## src/rtl/jb_intr_aggr.sv

```systemverilog
// jb_intr_aggr -- interrupt aggregator and sequencer.
// Each source is synchronized, edge-detected and latched into sticky status.
// Sticky status clears on write-1. Enabled sticky bits feed a fixed-priority
// IRQ sequencer with acknowledge and holdoff.
// Parameter constraints: 2 <= N_SRC <= 64, ID_W >= clog2(N_SRC),
// 0 <= HOLDOFF_CYC <= 65535.
module jb_intr_aggr #(
  parameter int N_SRC       = 32,
  parameter int SYNC_STAGES = 2,
  parameter int HOLDOFF_CYC = 64,
  parameter int ID_W        = 6
) (
  input  logic              clk,
  input  logic              rst_n,
  input  logic [N_SRC-1:0]  src_in,
  input  logic [N_SRC-1:0]  src_mask,
  input  logic [N_SRC-1:0]  sts_clr,
  input  logic              irq_ack,
  output logic [N_SRC-1:0]  sts_sticky,
  output logic [N_SRC-1:0]  sts_raw,
  output logic              irq,
  output logic [ID_W-1:0]   irq_id,
  output logic              irq_valid_id,
  output logic [15:0]       evt_cnt
);

  // The arm counter must count to SYNC_STAGES+1 clocks.
  localparam int ARM_W = $clog2(SYNC_STAGES + 2);
  localparam logic [ARM_W-1:0] ARM_DONE = ARM_W'(SYNC_STAGES + 1);
  localparam int POP_W = 7;

  typedef enum logic [1:0] {
    ST_IDLE,
    ST_ASSERT,
    ST_WAIT_ACK,
    ST_HOLDOFF
  } state_t;

  logic [N_SRC-1:0] prev_q;
  logic [N_SRC-1:0] rise;
  logic [N_SRC-1:0] pend;
  logic [ARM_W-1:0] arm_cnt;
  logic             armed;
  logic [POP_W-1:0] rise_pop;
  logic [16:0]      evt_sum;
  logic [15:0]      evt_next;
  logic [ID_W-1:0]  prio_id;

  state_t           state_q, state_d;
  logic             irq_d;
  logic             valid_d;
  logic [ID_W-1:0]  id_d;
  logic [15:0]      hold_q, hold_d;

  // Synchronizer chain; a depth of 0 passes src_in straight through.
  generate
    if (SYNC_STAGES == 0) begin : g_nosync
      assign sts_raw = src_in;
    end else begin : g_sync
      logic [N_SRC-1:0] sync_q [SYNC_STAGES];

      // Shift the raw sources through SYNC_STAGES flops.
      // NOTE: sequential state uses non-blocking assignments so every flop
      // samples pre-edge values regardless of statement order.
      always_ff @(posedge clk or negedge rst_n) begin
        if (!rst_n) begin
          for (int s = 0; s < SYNC_STAGES; s++) sync_q[s] <= '0;
        end else begin
          sync_q[0] <= src_in;
          for (int s = 1; s < SYNC_STAGES; s++) sync_q[s] <= sync_q[s-1];
        end
      end

      assign sts_raw = sync_q[SYNC_STAGES-1];
    end
  endgenerate

  // Hold off edge detection until the synchronizer and edge register both
  // reflect post-reset input. Levels already high at reset release are
  // treated as steady state, not as events.
  always_ff @(posedge clk or negedge rst_n) begin
    if (!rst_n)                arm_cnt <= '0;
    else if (arm_cnt != ARM_DONE) arm_cnt <= arm_cnt + 1'b1;
  end

  assign armed = (arm_cnt == ARM_DONE);
  assign rise  = sts_raw & ~prev_q & {N_SRC{armed}};
  assign pend  = sts_sticky & src_mask;

  // Edge register, sticky status (set beats clear), and event counter.
  always_ff @(posedge clk or negedge rst_n) begin
    if (!rst_n) begin
      prev_q     <= '0;
      sts_sticky <= '0;
      evt_cnt    <= '0;
    end else begin
      prev_q     <= sts_raw;
      sts_sticky <= (sts_sticky & ~sts_clr) | rise;
      evt_cnt    <= evt_next;
    end
  end

  // Saturating event-count update from the number of rising edges.
  // NOTE: every combinational output gets a default first, so no path
  // leaves it unassigned and no latch is inferred.
  always_comb begin
    rise_pop = '0;
    for (int i = 0; i < N_SRC; i++) rise_pop = rise_pop + POP_W'(rise[i]);
    evt_sum  = {1'b0, evt_cnt} + 17'(rise_pop);
    evt_next = evt_sum[16] ? 16'hFFFF : evt_sum[15:0];
  end

  // Fixed priority: scanning downward leaves the lowest pending index.
  always_comb begin
    prio_id = '0;
    for (int i = N_SRC - 1; i >= 0; i--) begin
      if (pend[i]) prio_id = ID_W'(i);
    end
  end

  // Sequencer state and registered IRQ outputs.
  always_ff @(posedge clk or negedge rst_n) begin
    if (!rst_n) begin
      state_q      <= ST_IDLE;
      irq          <= 1'b0;
      irq_valid_id <= 1'b0;
      irq_id       <= '0;
      hold_q       <= '0;
    end else begin
      state_q      <= state_d;
      irq          <= irq_d;
      irq_valid_id <= valid_d;
      irq_id       <= id_d;
      hold_q       <= hold_d;
    end
  end

  // Next-state and next-output logic for the IRQ sequencer.
  always_comb begin
    state_d = state_q;
    irq_d   = irq;
    valid_d = irq_valid_id;
    id_d    = irq_id;
    hold_d  = hold_q;
    case (state_q)
      ST_IDLE: begin
        if (|pend) state_d = ST_ASSERT;
      end
      ST_ASSERT: begin
        irq_d   = 1'b1;
        valid_d = 1'b1;
        id_d    = prio_id;
        state_d = ST_WAIT_ACK;
      end
      ST_WAIT_ACK: begin
        if (irq_ack) begin
          irq_d   = 1'b0;
          hold_d  = 16'(HOLDOFF_CYC);
          state_d = ST_HOLDOFF;
        end else if (pend == '0) begin
          // Cause withdrawn by clear or mask: retire without holdoff.
          irq_d   = 1'b0;
          valid_d = 1'b0;
          state_d = ST_IDLE;
        end
      end
      ST_HOLDOFF: begin
        // The final decrement coincides with leaving, so the ack-to-IRQ
        // gap is HOLDOFF_CYC plus the two-clock IDLE->ASSERT->irq path.
        if (hold_q <= 16'd1) begin
          hold_d  = '0;
          valid_d = 1'b0;
          state_d = ST_IDLE;
        end else begin
          hold_d = hold_q - 16'd1;
        end
      end
      default: state_d = ST_IDLE;
    endcase
  end

endmodule

```

## config.mk

```make
export PLATFORM = sky130hd
export DESIGN_NAME = jb_intr_aggr
export DESIGN_NICKNAME = d
export VERILOG_FILES = /design/src/rtl/jb_intr_aggr.sv
export SDC_FILE = /design/constraint.sdc
export NUM_CORES = 1
export LEC_CHECK = 0
export BUFFER_PORTS_ARGS = -buffer_cell sky130_fd_sc_hd__buf_2
export CAP_MARGIN = 20
export CELL_PAD_IN_SITES_DETAIL_PLACEMENT = 1
export CELL_PAD_IN_SITES_GLOBAL_PLACEMENT = 2
export CORE_ASPECT_RATIO = 0.8
export CORE_UTILIZATION = 39
export CTS_BUF_LIST = sky130_fd_sc_hd__clkbuf_8
export DETAILED_ROUTE_END_ITERATION = 10
export PLACE_DENSITY = 0.91
export SETUP_SLACK_MARGIN = 0.2
export SLEW_MARGIN = 25
export SYNTH_ARGS = -nofsm -noshare
export SYNTH_HDL_FRONTEND = slang
export SYNTH_SLANG_ARGS = --single-unit
```

## constraint.sdc

```tcl
create_clock -name clk -period 19.64 [get_ports clk]
set_input_delay 1.964 -clock clk [delete_from_list [all_inputs] [get_ports clk]]
set_output_delay 1.964 -clock clk [all_outputs]
set_load 0.05 [all_outputs]
```

=== After elaboration in Yosys (flattened, before gate mapping) ===
Cells that the tools add are included.

* Output and inout port bits: 88
* Logic and storage cells: 121
* Register bits after elaboration: 172
* Input port bits: 99

* Magnitude comparators: 1
* Mux-type cells: 47
* Bitwise operators: 7
* Add/subtract/negate cells: 34
* Reduce and logical (&&, ||, !) cells: 10
* Equal/unequal tests: 11

{| class="wikitable"
|+ Operators with widths
! cell !! number
|-
| 2-to-1 mux 6 bit || 31
|-
| adder 7 x 1 -> 7 bit || 25
|-
| AND 32 bit || 4
|-
| NOT 32 bit || 2
|-
| 2-to-1 mux 16 bit || 3
|-
| logical NOT 32 bit || 1
|-
| OR 32 bit || 1
|-
| case mux 16 bit (2 select lines) || 1
|-
| OR reduction 32 bit || 1
|-
| adder 16 x 7 -> 17 bit || 1
|-
| <= comparator 16 x 1 -> 1 bit (second input constant) || 1
|-
| subtractor 16 x 1 -> 16 bit (second input constant) || 1
|-
| inequality test 2 bit (second input constant) || 6
|-
| 2-to-1 mux 2 bit || 4
|-
| case mux 2 bit (4 select lines) || 1
|-
| adder 6 x 1 -> 7 bit || 1
|-
| adder 5 x 1 -> 6 bit || 1
|-
| equality test 2 bit (second input constant) || 3
|-
| adder 4 x 1 -> 5 bit || 1
|-
| 2-to-1 mux 5 bit || 1
|-
| adder 3 x 1 -> 4 bit || 1
|-
| 2-to-1 mux 1 bit || 4
|-
| AND reduction 2 bit || 2
|-
| AND reduction 4 bit || 1
|-
| 11 further kinds || 12
|}

=== Longest topological paths before layout ===
* Depth in word-level cells: 36
* Mapped depth: 21
* Depth with buffers taken out: 20

=== Worst setup path before layout ===
OpenSTA, ideal clock, no wires.

* Kind: reg-to-reg
* Start: reg arm_cnt[0]
* End: reg evt_cnt[11]
* Library setup time: 142 ps
* Setup slack: 13187 ps
* Path buffers: 2
* Arrival time: 6311 ps
* Cell stages (with the launch flop): 22
* Clock period less this slack: 6453 ps
* Data required time: 19498 ps
* Cell sequence: dfrtp_1 > ha_1 > clkbuf_1 > and3b_1 > fa_1 > inv_1 > fa_1 > inv_1 > fa_1 > inv_1 > fa_1 > fa_1 > fa_1 > inv_1 > fa_1 > fa_1 > a21o_1 > a21oi_1 > nor2_1 > o2111ai_1 > clkbuf_1 > nand3_1

* Longest elaborated chain between the ends: 35

{| class="wikitable"
|+ RTL lines
! what !! RTL line !! text
|-
| start, declared || 42 || <nowiki>logic [ARM_W-1:0] arm_cnt;</nowiki>
|-
| start signal, assigned || 83 || <nowiki>else if (arm_cnt != ARM_DONE) arm_cnt <= arm_cnt + 1'b1;</nowiki>
|-
| equality test 2 bit * || 86 || <nowiki>assign armed = (arm_cnt == ARM_DONE);</nowiki>
|-
| AND 32 bit * || 87 || <nowiki>assign rise = sts_raw & ~prev_q & {N_SRC{armed}};</nowiki>
|-
| adder 1 x 1 -> 2 bit || 108 || <nowiki>for (int i = 0; i < N_SRC; i++) rise_pop = rise_pop + POP_W'(rise[i]);</nowiki>
|-
| adder 2 x 1 -> 3 bit || 108 ||
|-
| adder 3 x 1 -> 4 bit || 108 ||
|-
| adder 4 x 1 -> 5 bit || 108 ||
|-
| adder 5 x 1 -> 6 bit || 108 ||
|-
| adder 6 x 1 -> 7 bit || 108 ||
|-
| adder 7 x 1 -> 7 bit (24 in series) || 108 ||
|-
| adder 7 x 1 -> 7 bit * || 108 ||
|-
| adder 16 x 7 -> 17 bit * || 109 || <nowiki>evt_sum = {1'b0, evt_cnt} + 17'(rise_pop);</nowiki>
|-
| 2-to-1 mux 16 bit * || 110 || <nowiki>evt_next = evt_sum[16] ? 16'hFFFF : evt_sum[15:0];</nowiki>
|-
| net evt_next[11] || 46 || <nowiki>logic [15:0] evt_next;</nowiki>
|-
| end signal, assigned || 99 || <nowiki>evt_cnt <= evt_next;</nowiki>
|-
| end, declared || 24 || <nowiki>output logic [15:0] evt_cnt</nowiki>
|}

The timed path passes the listed nets; every way through them passes the cells marked *.
A chain may end at the register's enable or synchronous reset.

=== Final worst setup path ===
* Start: reg arm_cnt[0]
* End: reg evt_cnt[13]

The elaborated chain is that of the path after synthesis.

==> flow_summary.toml <==
[clock_network]
clk_pin_slew_worst_paths_ns = 0.10
cts_buffers = 17
ctsRootBufferMaster = "clkbuf_8"
ctsHoldBuffers = 0
htreeDepth = 4
post_cts_resized = 0
clkLatencyLatePin_ns = 0.47
cts_tree = "done"
clockBufferDepth = 2
cts_setup_buffers = 0
clock_sinks = 171

[logic_synthesis]
synthesis.area_um2 = 7510
synth-edff-count = 0
yosysWarnings = 0
netlist-cell-type-count = 59
avgSynthCellArea_um2 = 12.2
synthTopCellsByCount = "dfrtp_1 (171), inv_1 (61), nand2_1 (35), buf_4 (33), o21ai_0 (32)"
seq_area_frac_synth_pct = 57.0
yosysTopAreaCellShare_pct = 57.0
async_reset_ff_share_pct = 100
syn-num-nets = 763
yosysTopAreaCell = "dfrtp_1"
synth_top_flop_cell = "dfrtp_1"
synth_seq_cells = 171
netlist_top_cells_area = "dfrtp_1 (57%), fa_1 (6.9%), ha_1 (3.8%), buf_4 (3.3%), inv_1 (3.0%)"
syn_inst = 615
synth_most_common_cell = "dfrtp_1"

[floorplanning]
num_rows = 44
initial_core_util_pct = 40.6
core-area_um2 = 18500
die_area_um2 = 19800
die_h_um = 126
die_w_um = 157
io_pins = 187

[cells_and_area]
drive_gt1_share_pct = 28.6
layout.nets = 928
final_cells = 1047
finish.utilization_pct = 48.3
areaGrowthSynthToFinish_pct = 18.9

[timing]
skew_ns = 0.0181
slew_headroom_pct = 40.2
setup-tns-final_ns = 0
finalMaxSlewViolations = 0
timing.final.crit_share_pct = 36.1
period_needed_ns = 7.08
final_hold_viol_count = 0
rsz0062_at_grt = "false"
timing.fmax_mhz = 141
tightest_slew_ns = 0.897
fin_ws_ns = 12.56
finalSetupViolations = 0

[global_route]
grtUsageTotal_pct = 22.3
grt_pass1_vias = 6021
grt_pass1_wl_mm = 33.1
grt_overflow = 0
grt_max_degree = 100
antenna_found_initial = 1

[power_and_ir_drop]
combPwrFrac_pct = 48.9
switching_share_pct = 44.7
internal-power_w = 0.000766
p_switching_w = 0.000620
clock_power_share_pct = 18.4
irDropWorstVdd_uv = 79.2
power_density_nw_per_um2 = 155
power.total_w = 0.00139
seq_power_share_pct = 32.7
leakage_nw = 4.55

[outcome]
status = "completed"

[critical_path]
critPathCaptureType = "flip-flop"
max_stage_delay_ns = 0.63
crit_family = "adder cells"
arrival_ns = 7.45
start_kind = "flip-flop"
cp.required_ns = 20.01
cpMostUsedCell = "fa_1"
slowest_stage = "o2111ai_2"
worstPathCellList = "ha_1 > buf_4 > and3b_1 > fa_1 > inv_1 > fa_1 > inv_1 > fa_1 > inv_1 > fa_1 > fa_1 > fa_1 > inv_1 > fa_1 > fa_1 > a21o_1 > a21oi_1 > nor2_1 > o2111ai_2 > nand3_1 > o21a_1"
crit_fanout = 29
cp.buffers_inverters = 5
critPathKind = "flip-flop to flip-flop"

[flow_run]
drv_cap = 0

[min_path]
hold_path_class = "flip-flop to flip-flop"

[routing]
drt_iter0_drc = 356
wire_per_inst_um = 20.0
drt_wl_total_mm = 20.9
post-route-drc-count = 0
ant_nets = 0
via_per_inst = 5.13
firstDrtPassIters = 5
vias = 5376

[placement]
placed_cells = 1014
place_hpwl_mm = 16.3
gp_congestion = 0.826
place_ws_ns = 12.21
portBuffers = 185
cell usage in the layout (no fill, tap or decap), drive strengths merged, types with 13 or more instances in the layout:
cell type / netlist / layout
a21o: 22 / 22
a21oi: 17 / 17
and3b: 19 / 19
buf: 34 / 187
clkbuf: 7 / 18
dfrtp: 171 / 171
fa: 26 / 26
ha: 23 / 23
inv: 61 / 67
nand2: 35 / 35
nand3b: 13 / 13
nor2: 27 / 27
o21ai: 32 / 32
final timing paths:
kind | cells past startpoint | slack [ns] | startpoint | to
max | 21 | 12.56 | arm_cnt[0]$_DFFE_PN0N_ | evt_cnt[13]$_DFF_PN0_
min | 0 | 0.36 | g_sync.sync_q[38]$_DFF_PN0_ | sts_raw[6]$_DFF_PN0_
max reg2reg | 21 | 12.56 | arm_cnt[0]$_DFFE_PN0N_ | evt_cnt[13]$_DFF_PN0_
min reg2reg | 0 | 0.36 | g_sync.sync_q[38]$_DFF_PN0_ | sts_raw[6]$_DFF_PN0_
max in group asynchronous | 2 | 16.91 | rst_n | sts_sticky[15]$_DFF_PN0_
min in group asynchronous | 1 | 1.55 | rst_n | g_sync.sync_q[39]$_DFF_PN0_
routing by layer:
layer  wire, µm  part of all wire, %  up-vias  global-route usage (%)
met5          0                    0        -                       0
met2      10600                   51      175                    38.2
met4        330                  1.6        0                    6.23
li1           -                    -     2424                       -
met1       8860                   42     2755                    28.5
met3       1050                  5.0       22                    4.89
area by class of cell:
cell class                      count  area [µm²]
Clock inverter                     14         174
Multi-Input combinational cell    342        2730
Clock buffer                       18         248
Tap cell                          253         317
Sequential cell                   171        4280
Timing Repair Buffer              187         951
Inverter                           61         229
Antenna cell                        1        2.50
Fill cell                        2053        9570
flip-flops by register name, indices dropped and copies added (netlist names):
signal	count
arm_cnt	2
evt_cnt	16
g_sync.sync_q	32
hold_q	16
irq	1
irq_id	5
irq_valid_id	1
prev_q	32
state_q	2
sts_raw	32
sts_sticky	32
power by group through the flow:
stage | Clock [W] | Sequential, W | Combinational, W
after floorplan | 0 | 0.000523 | 0.000442
after global placement | 0 | 0.000456 | 0.000648
after detailed placement | 0 | 0.000461 | 0.000676
after CTS | 0.000262 | 0.000454 | 0.000684
after global routing | 0.000273 | 0.000460 | 0.000754
final | 0.000256 | 0.000453 | 0.000677
per-stage QoR:
step	hold WS, ns	area (µm²)
finish	0.356	8930
global route	0.366	8930
CTS	0.359	8920
detailed placement	0.336	8490
global placement	0.332	8490
floorplan	0.331	7510
logic make-up after synthesis:
group,count (synthesis),synth area share [%]
AOI/OAI and AO/OA,128,12.0
xor gates and xnor gates,19,2.22
other,1,0.0499
muxes,3,0.417
buffers and inverters,102,6.76
and+or+nand+nor,142,10.8
DFF,171,57.0
adders and majority gates,49,10.8
Note: power is estimated with default switching activity, not from simulation.
